==> config.mk <==
export PLATFORM = sky130hd
export DESIGN_NAME = fetch_ctrl
export DESIGN_NICKNAME = d
export VERILOG_FILES = /design/src/rtl/fetch_ctrl.sv
export SDC_FILE = /design/constraint.sdc
export NUM_CORES = 1
export LEC_CHECK = 0
export ABC_AREA = 1
export BUFFER_PORTS_ARGS = -buffer_cell sky130_fd_sc_hd__buf_2
export CAP_MARGIN = 40
export CORE_MARGIN = 10
export CORE_UTILIZATION = 47
export DETAILED_ROUTE_END_ITERATION = 6
export GPL_ROUTABILITY_DRIVEN = 0
export HOLD_SLACK_MARGIN = 0.15
export PLACE_DENSITY = 0.7
export SLEW_MARGIN = 20
export SYNTH_ARGS = -nofsm -noshare
export SYNTH_HDL_FRONTEND = slang
export SYNTH_SLANG_ARGS = --single-unit
==> constraint.sdc <==
create_clock -name clk -period 5 [get_ports clk]
set_input_delay 0.5 -clock clk [delete_from_list [all_inputs] [get_ports clk]]
set_output_delay 0.5 -clock clk [all_outputs]
set_load 0.005 [all_outputs]
==> src/rtl/fetch_ctrl.sv <==
// fetch_ctrl: instruction-fetch sequencer.
// Owns the program counter, reads a word-addressed combinational instruction memory and
// pushes {pc, instr} pairs into a small FIFO that decode drains with a valid/ready handshake.
// Stops fetching (HALT) on an all-zero word and faults (FAULT) on an out-of-range word index.
// A redirect flushes the FIFO and restarts fetch at the new target.
//
// Ports:
//   clk, reset           rising-edge clock, synchronous active-high reset
//   imem_addr            word index {2'b00, pc[31:2]} to instruction memory
//   imem_rdata           instruction returned combinationally for imem_addr
//   redirect_valid/_pc   load new byte target and flush the FIFO
//   dec_valid/_instr/_pc FIFO head towards decode
//   dec_ready            decode consumes the head this cycle
//   halted, fault        sequencer is in HALT / FAULT
//
// Optional: define FETCH_PERF_CNT_EN to add perf_fetch_cnt (pushes) and perf_stall_cnt
// (FETCH cycles blocked by a full FIFO with no pop).
module fetch_ctrl #(
    parameter int unsigned FIFO_DEPTH = 4,
    parameter logic [31:0] RESET_PC   = 32'h0000_0000,
    parameter int unsigned IMEM_WORDS = 1024
) (
    input  logic        clk,
    input  logic        reset,
    output logic [31:0] imem_addr,
    input  logic [31:0] imem_rdata,
    input  logic        redirect_valid,
    input  logic [31:0] redirect_pc,
    output logic        dec_valid,
    output logic [31:0] dec_instr,
    output logic [31:0] dec_pc,
    input  logic        dec_ready,
    output logic        halted,
`ifdef FETCH_PERF_CNT_EN
    output logic        fault,
    output logic [31:0] perf_fetch_cnt,
    output logic [31:0] perf_stall_cnt
`else
    output logic        fault
`endif
);

    localparam int unsigned PtrW      = $clog2(FIFO_DEPTH);
    localparam int unsigned CntW      = PtrW + 1;
    localparam logic [CntW-1:0] Full  = CntW'(FIFO_DEPTH);
    localparam logic [31:0] ImemWords = 32'(IMEM_WORDS);

    typedef enum logic [1:0] {StIdle, StFetch, StHalt, StFault} state_e;

    state_e            state_q, state_d;
    logic [31:0]       pc_q, pc_d;
    logic [PtrW-1:0]   wr_ptr_q, wr_ptr_d, rd_ptr_q, rd_ptr_d;
    logic [CntW-1:0]   count_q, count_d;
    logic [31:0]       instr_buf_q [FIFO_DEPTH];
    logic [31:0]       instr_buf_d [FIFO_DEPTH];
    logic [31:0]       pc_buf_q [FIFO_DEPTH];
    logic [31:0]       pc_buf_d [FIFO_DEPTH];
    logic              halted_q, halted_d, fault_q, fault_d;

    logic pop, fetch_en, out_of_range, push, stall;

    // Byte-offset bits of the redirect target are intentionally dropped.
    logic unused_redirect_lsb;
    assign unused_redirect_lsb = ^redirect_pc[1:0];

    assign imem_addr    = {2'b00, pc_q[31:2]};
    assign dec_valid    = (count_q != '0);
    assign dec_instr    = instr_buf_q[rd_ptr_q];
    assign dec_pc       = pc_buf_q[rd_ptr_q];
    assign halted       = halted_q;
    assign fault        = fault_q;

    assign pop          = dec_valid && dec_ready;
    // A full FIFO may still accept a push when the head leaves in the same cycle.
    assign fetch_en     = (state_q == StFetch) && ((count_q < Full) || pop);
    assign out_of_range = (imem_addr >= ImemWords);
    assign push         = !redirect_valid && fetch_en && !out_of_range && (imem_rdata != '0);
    assign stall        = (state_q == StFetch) && (count_q == Full) && !pop;

    always_comb begin
        state_d     = state_q;
        pc_d        = pc_q;
        wr_ptr_d    = wr_ptr_q;
        rd_ptr_d    = rd_ptr_q;
        count_d     = count_q;
        instr_buf_d = instr_buf_q;
        pc_buf_d    = pc_buf_q;

        if (redirect_valid) begin
            state_d  = StFetch;
            pc_d     = {redirect_pc[31:2], 2'b00};
            wr_ptr_d = '0;
            rd_ptr_d = '0;
            count_d  = '0;
        end else begin
            if (push) begin
                instr_buf_d[wr_ptr_q] = imem_rdata;
                pc_buf_d[wr_ptr_q]    = pc_q;
                wr_ptr_d              = wr_ptr_q + 1'b1;
                pc_d                  = pc_q + 32'd4;
            end
            if (pop) begin
                rd_ptr_d = rd_ptr_q + 1'b1;
            end
            unique case ({push, pop})
                2'b10:   count_d = count_q + 1'b1;
                2'b01:   count_d = count_q - 1'b1;
                default: count_d = count_q;
            endcase

            unique case (state_q)
                StIdle:  state_d = StFetch;
                StFetch: begin
                    if (fetch_en) begin
                        if (out_of_range) begin
                            state_d = StFault;
                        end else if (imem_rdata == '0) begin
                            state_d = StHalt;
                        end
                    end
                end
                default: state_d = state_q;
            endcase
        end

        halted_d = (state_d == StHalt);
        fault_d  = (state_d == StFault);
    end

    always_ff @(posedge clk) begin
        if (reset) begin
            state_q  <= StIdle;
            pc_q     <= RESET_PC;
            wr_ptr_q <= '0;
            rd_ptr_q <= '0;
            count_q  <= '0;
            halted_q <= 1'b0;
            fault_q  <= 1'b0;
            for (int i = 0; i < FIFO_DEPTH; i++) begin
                instr_buf_q[i] <= '0;
                pc_buf_q[i]    <= '0;
            end
        end else begin
            state_q     <= state_d;
            pc_q        <= pc_d;
            wr_ptr_q    <= wr_ptr_d;
            rd_ptr_q    <= rd_ptr_d;
            count_q     <= count_d;
            halted_q    <= halted_d;
            fault_q     <= fault_d;
            instr_buf_q <= instr_buf_d;
            pc_buf_q    <= pc_buf_d;
        end
    end

`ifdef FETCH_PERF_CNT_EN
    logic [31:0] perf_fetch_q, perf_fetch_d, perf_stall_q, perf_stall_d;

    always_comb begin
        perf_fetch_d = perf_fetch_q + (push ? 32'd1 : 32'd0);
        perf_stall_d = perf_stall_q + (stall ? 32'd1 : 32'd0);
    end

    always_ff @(posedge clk) begin
        if (reset) begin
            perf_fetch_q <= '0;
            perf_stall_q <= '0;
        end else begin
            perf_fetch_q <= perf_fetch_d;
            perf_stall_q <= perf_stall_d;
        end
    end

    assign perf_fetch_cnt = perf_fetch_q;
    assign perf_stall_cnt = perf_stall_q;
`else
    logic unused_stall;
    assign unused_stall = stall;
`endif

endmodule

==> qor.csv <==
stage;metric;value;unit
placement;placed_cell_area;13200;sq um
power_and_ir_drop;p_leak;5.43;nW
route;routed_wl;37700;microns
cts;post-cts-setup-buffers;0;
power_and_ir_drop;pwr-share-comb;3.8;%
critical_path;worst_setup_path_end_kind;primary output;
synth;synth_area;12600;sq um
route;wl_per_cell;17.8;microns
critical_path;crit_type;register to primary output;
power_and_ir_drop;power_frac_clock;47.8;%
sta;hold_viol_final;0;
hold_path;worstHoldPathCells;3;
power_and_ir_drop;power.density;339;nW/um^2
floorplan;ios;167;
cts;cts_resized;0;
critical_path;r2r_cells;11;
critical_path;crit_chain;clkinv_2 -> buf_4 -> o21ai_0 -> o22ai_1 -> buf_2;
route;viasPerCell;5.74;
grt;grt_pass1_wl;60500;microns
cts;cts_buffers;31;
sta;rsz0062_at_grt;no;
synth;syn_area_per_cell;7.34;sq um
power_and_ir_drop;power_frac_seq;48.4;%
grt;track_usage;21.2;%
sta;period_needed;3.49;ns
sta;relSlewSlack;45.6;%
job;max_cap_viol_count;0;
cts;clockRootBuffer;clkbuf_16;
placement;pre_cts_ws;1.53;ns
cts;ctsHtreeMaxLevel;1;
synth;seq_area_frac_synth;46.1;%
floorplan;num_rows;59;
placement;dp.cells;2056;
synth;synth_top_area_share;46.1;%
synth;synth_top_area_cell;dfxtp_1;
synth;synth_common_cells;nand2_1, dfxtp_1, nor2_1;
floorplan;core_area;26200;sq um
synth;synth_ff_type;dfxtp_1;
cts;clock_latency;0.55;ns
placement;dp_hpwl;20800;microns
synth;synth_seq_cells;289;
sta;fin_setup_tns;0;ns
sta;setup_viol;0;
synth;synth_cell_types;32;
synth;synthTopCellsByArea;dfxtp_1, nand2_1, nand4_1;
power_and_ir_drop;power.switching;1.06;mW
grt;grt_overflow;0;
floorplan;die_h;183;microns
sta;skew;0.00605;ns
synth;synthMostInstantiatedCell;nand2_1;
cts;clock_path_buffers;3;
sta;fmax;287;MHz
sta;fin_crit_sh;69.8;%
grt;grt_pass1_vias;11700;
route;dr.pass1.iters;5;
power_and_ir_drop;ir_drop;0.235;mV
final_layout;drive_gt1_share;14.0;%
grt;antenna_found_initial;4;
hold_path;worst_hold_path_type;primary input to register;
cts;cts_sinks;289;
final_layout;fin_cells;2118;
placement;port_buffers;160;
route;drt-initial-drc-count;1312;
floorplan;die_w;183;microns
synth;postSynth.asyncResetShare;0;%
final_layout;finish.utilization;54.5;%
critical_path;crit_slowest_cell;dfxtp_4;
grt;grt_max_degree;129;
floorplan;die_area;33600;sq um
sta;worst_pin_slew;0.815;ns
final_layout;stdcell_area;14300;sq um
power_and_ir_drop;p_total;4.84;mW
route;ant_nets;0;
critical_path;slowest_delay;0.74;ns
final_layout;finalNetCount;1833;
critical_path;cp.required;4.50;ns
critical_path;crit_path_start_kind;register;
route;vias;12200;
synth;yosysWarnings;0;
route;drc;0;
critical_path;arrival;2.99;ns
floorplan;start_util;47.9;%
cts;cts_tree;yes;
sta;layout_setup_ws;1.51;ns
cts;hold_buffers;0;
sta;holdWs;0.197;ns
power_and_ir_drop;p_int;3.78;mW
power_and_ir_drop;p_sw_share;21.8;%
status;status;complete, no violations;
critical_path;cp_max_fo;53;
synth;synthCells;1711;
synth;synth_edf_count;0;
final_layout;area_growth_syn_to_layout;13.7;%
sta;slew_violations;0;
cts;clk_pin_slew;0.06;ns
cell usage in the layout, fill, tap and decap left out, types with 2 or more instances in the layout:
cell / synthesis / final
a21oi_1: 204 / 204
diode_2: 0 / 3
nor3_1: 2 / 2
xnor2_1: 2 / 2
conb_1: 1 / 4
buf_2: 40 / 159
ha_2: 0 / 4
clkinv_2: 0 / 2
o21ai_0: 137 / 137
xor2_1: 4 / 4
ha_1: 7 / 3
bufinv_16: 0 / 2
dfxtp_1: 289 / 287
nand2_1: 324 / 323
clkbuf_16: 0 / 31
nand3_2: 3 / 3
clkbuf_1: 102 / 9
o22ai_1: 62 / 62
nor2_1: 248 / 248
nand4_1: 172 / 172
clkbuf_8: 0 / 12
buf_16: 0 / 3
inv_2: 3 / 3
buf_12: 0 / 2
inv_1: 28 / 28
nand3_1: 39 / 39
buf_4: 17 / 20
routing by layer:
metal | wire, microns | up-vias | share of wire, % | track usage (%)
met5 | 20 | - | 0.053 | 0
met2 | 17500 | 438 | 47 | 34.4
met3 | 2920 | 45 | 7.8 | 4.80
li1 | - | 5935 | - | -
met4 | 516 | 2 | 1.4 | 5.25
met1 | 16700 | 5730 | 44 | 28.0
layout make-up:
class / instances / area [sq um]
Inverter: 33 / 125
Antenna cell: 3 / 7.51
Clock inverter: 5 / 80.1
Sequential cell: 289 / 5790
Clock buffer: 51 / 961
Fill cell: 2444 / 11900
Timing Repair Buffer: 185 / 1080
Tap cell: 335 / 419
Multi-Input combinational cell: 1217 / 5810
registers in the layout (all words and copies together) (netlist names):
register / cells
halted: 1
instr_buf_q: 128
pc_q: 30
pc_buf_q: 120
rd_ptr_q: 2
fault: 1
count_q: 3
wr_ptr_q: 2
state_q: 2
cells by family (layout without fill, tap and decap cells):
group	Yosys count	after routing	synth area share [%]
fa+ha+maj	8	8	0.857
simple gates	794	794	27.9
flops	289	289	46.1
compound gates	405	405	16.8
other cells	1	7	0.0299
buf+inv	208	274	7.87
xor+xnor	6	6	0.419
power groups by stage:
| stage | registers, mW | clock network, mW | logic, mW |
|---|---|---|---|
| after CTS | 2.34 | 2.35 | 0.180 |
| after detailed placement | 2.39 | 0 | 0.180 |
| after global placement | 2.39 | 0 | 0.178 |
| after global routing | 2.34 | 2.45 | 0.206 |
| final | 2.34 | 2.31 | 0.185 |
| after floorplan | 2.38 | 0 | 0.107 |
critical path, delay by kind of cell (launching register included):
kind | cells | cell delay [ns]
buf+inv | 3 | 1.31
flops | 1 | 0.74
compound gates | 2 | 0.38
final timing paths:
check,from,to,slack [ns]
hold reg to reg,pc_buf_q[52],pc_buf_q[52],0.43
setup / recovery,rd_ptr_q[0],dec_instr[1],1.51
hold / removal,redirect_pc[17],pc_q[17],0.20
setup reg to reg,pc_q[20],pc_buf_q[41],2.47
No activity file was read; power rests on OpenSTA's default activity.
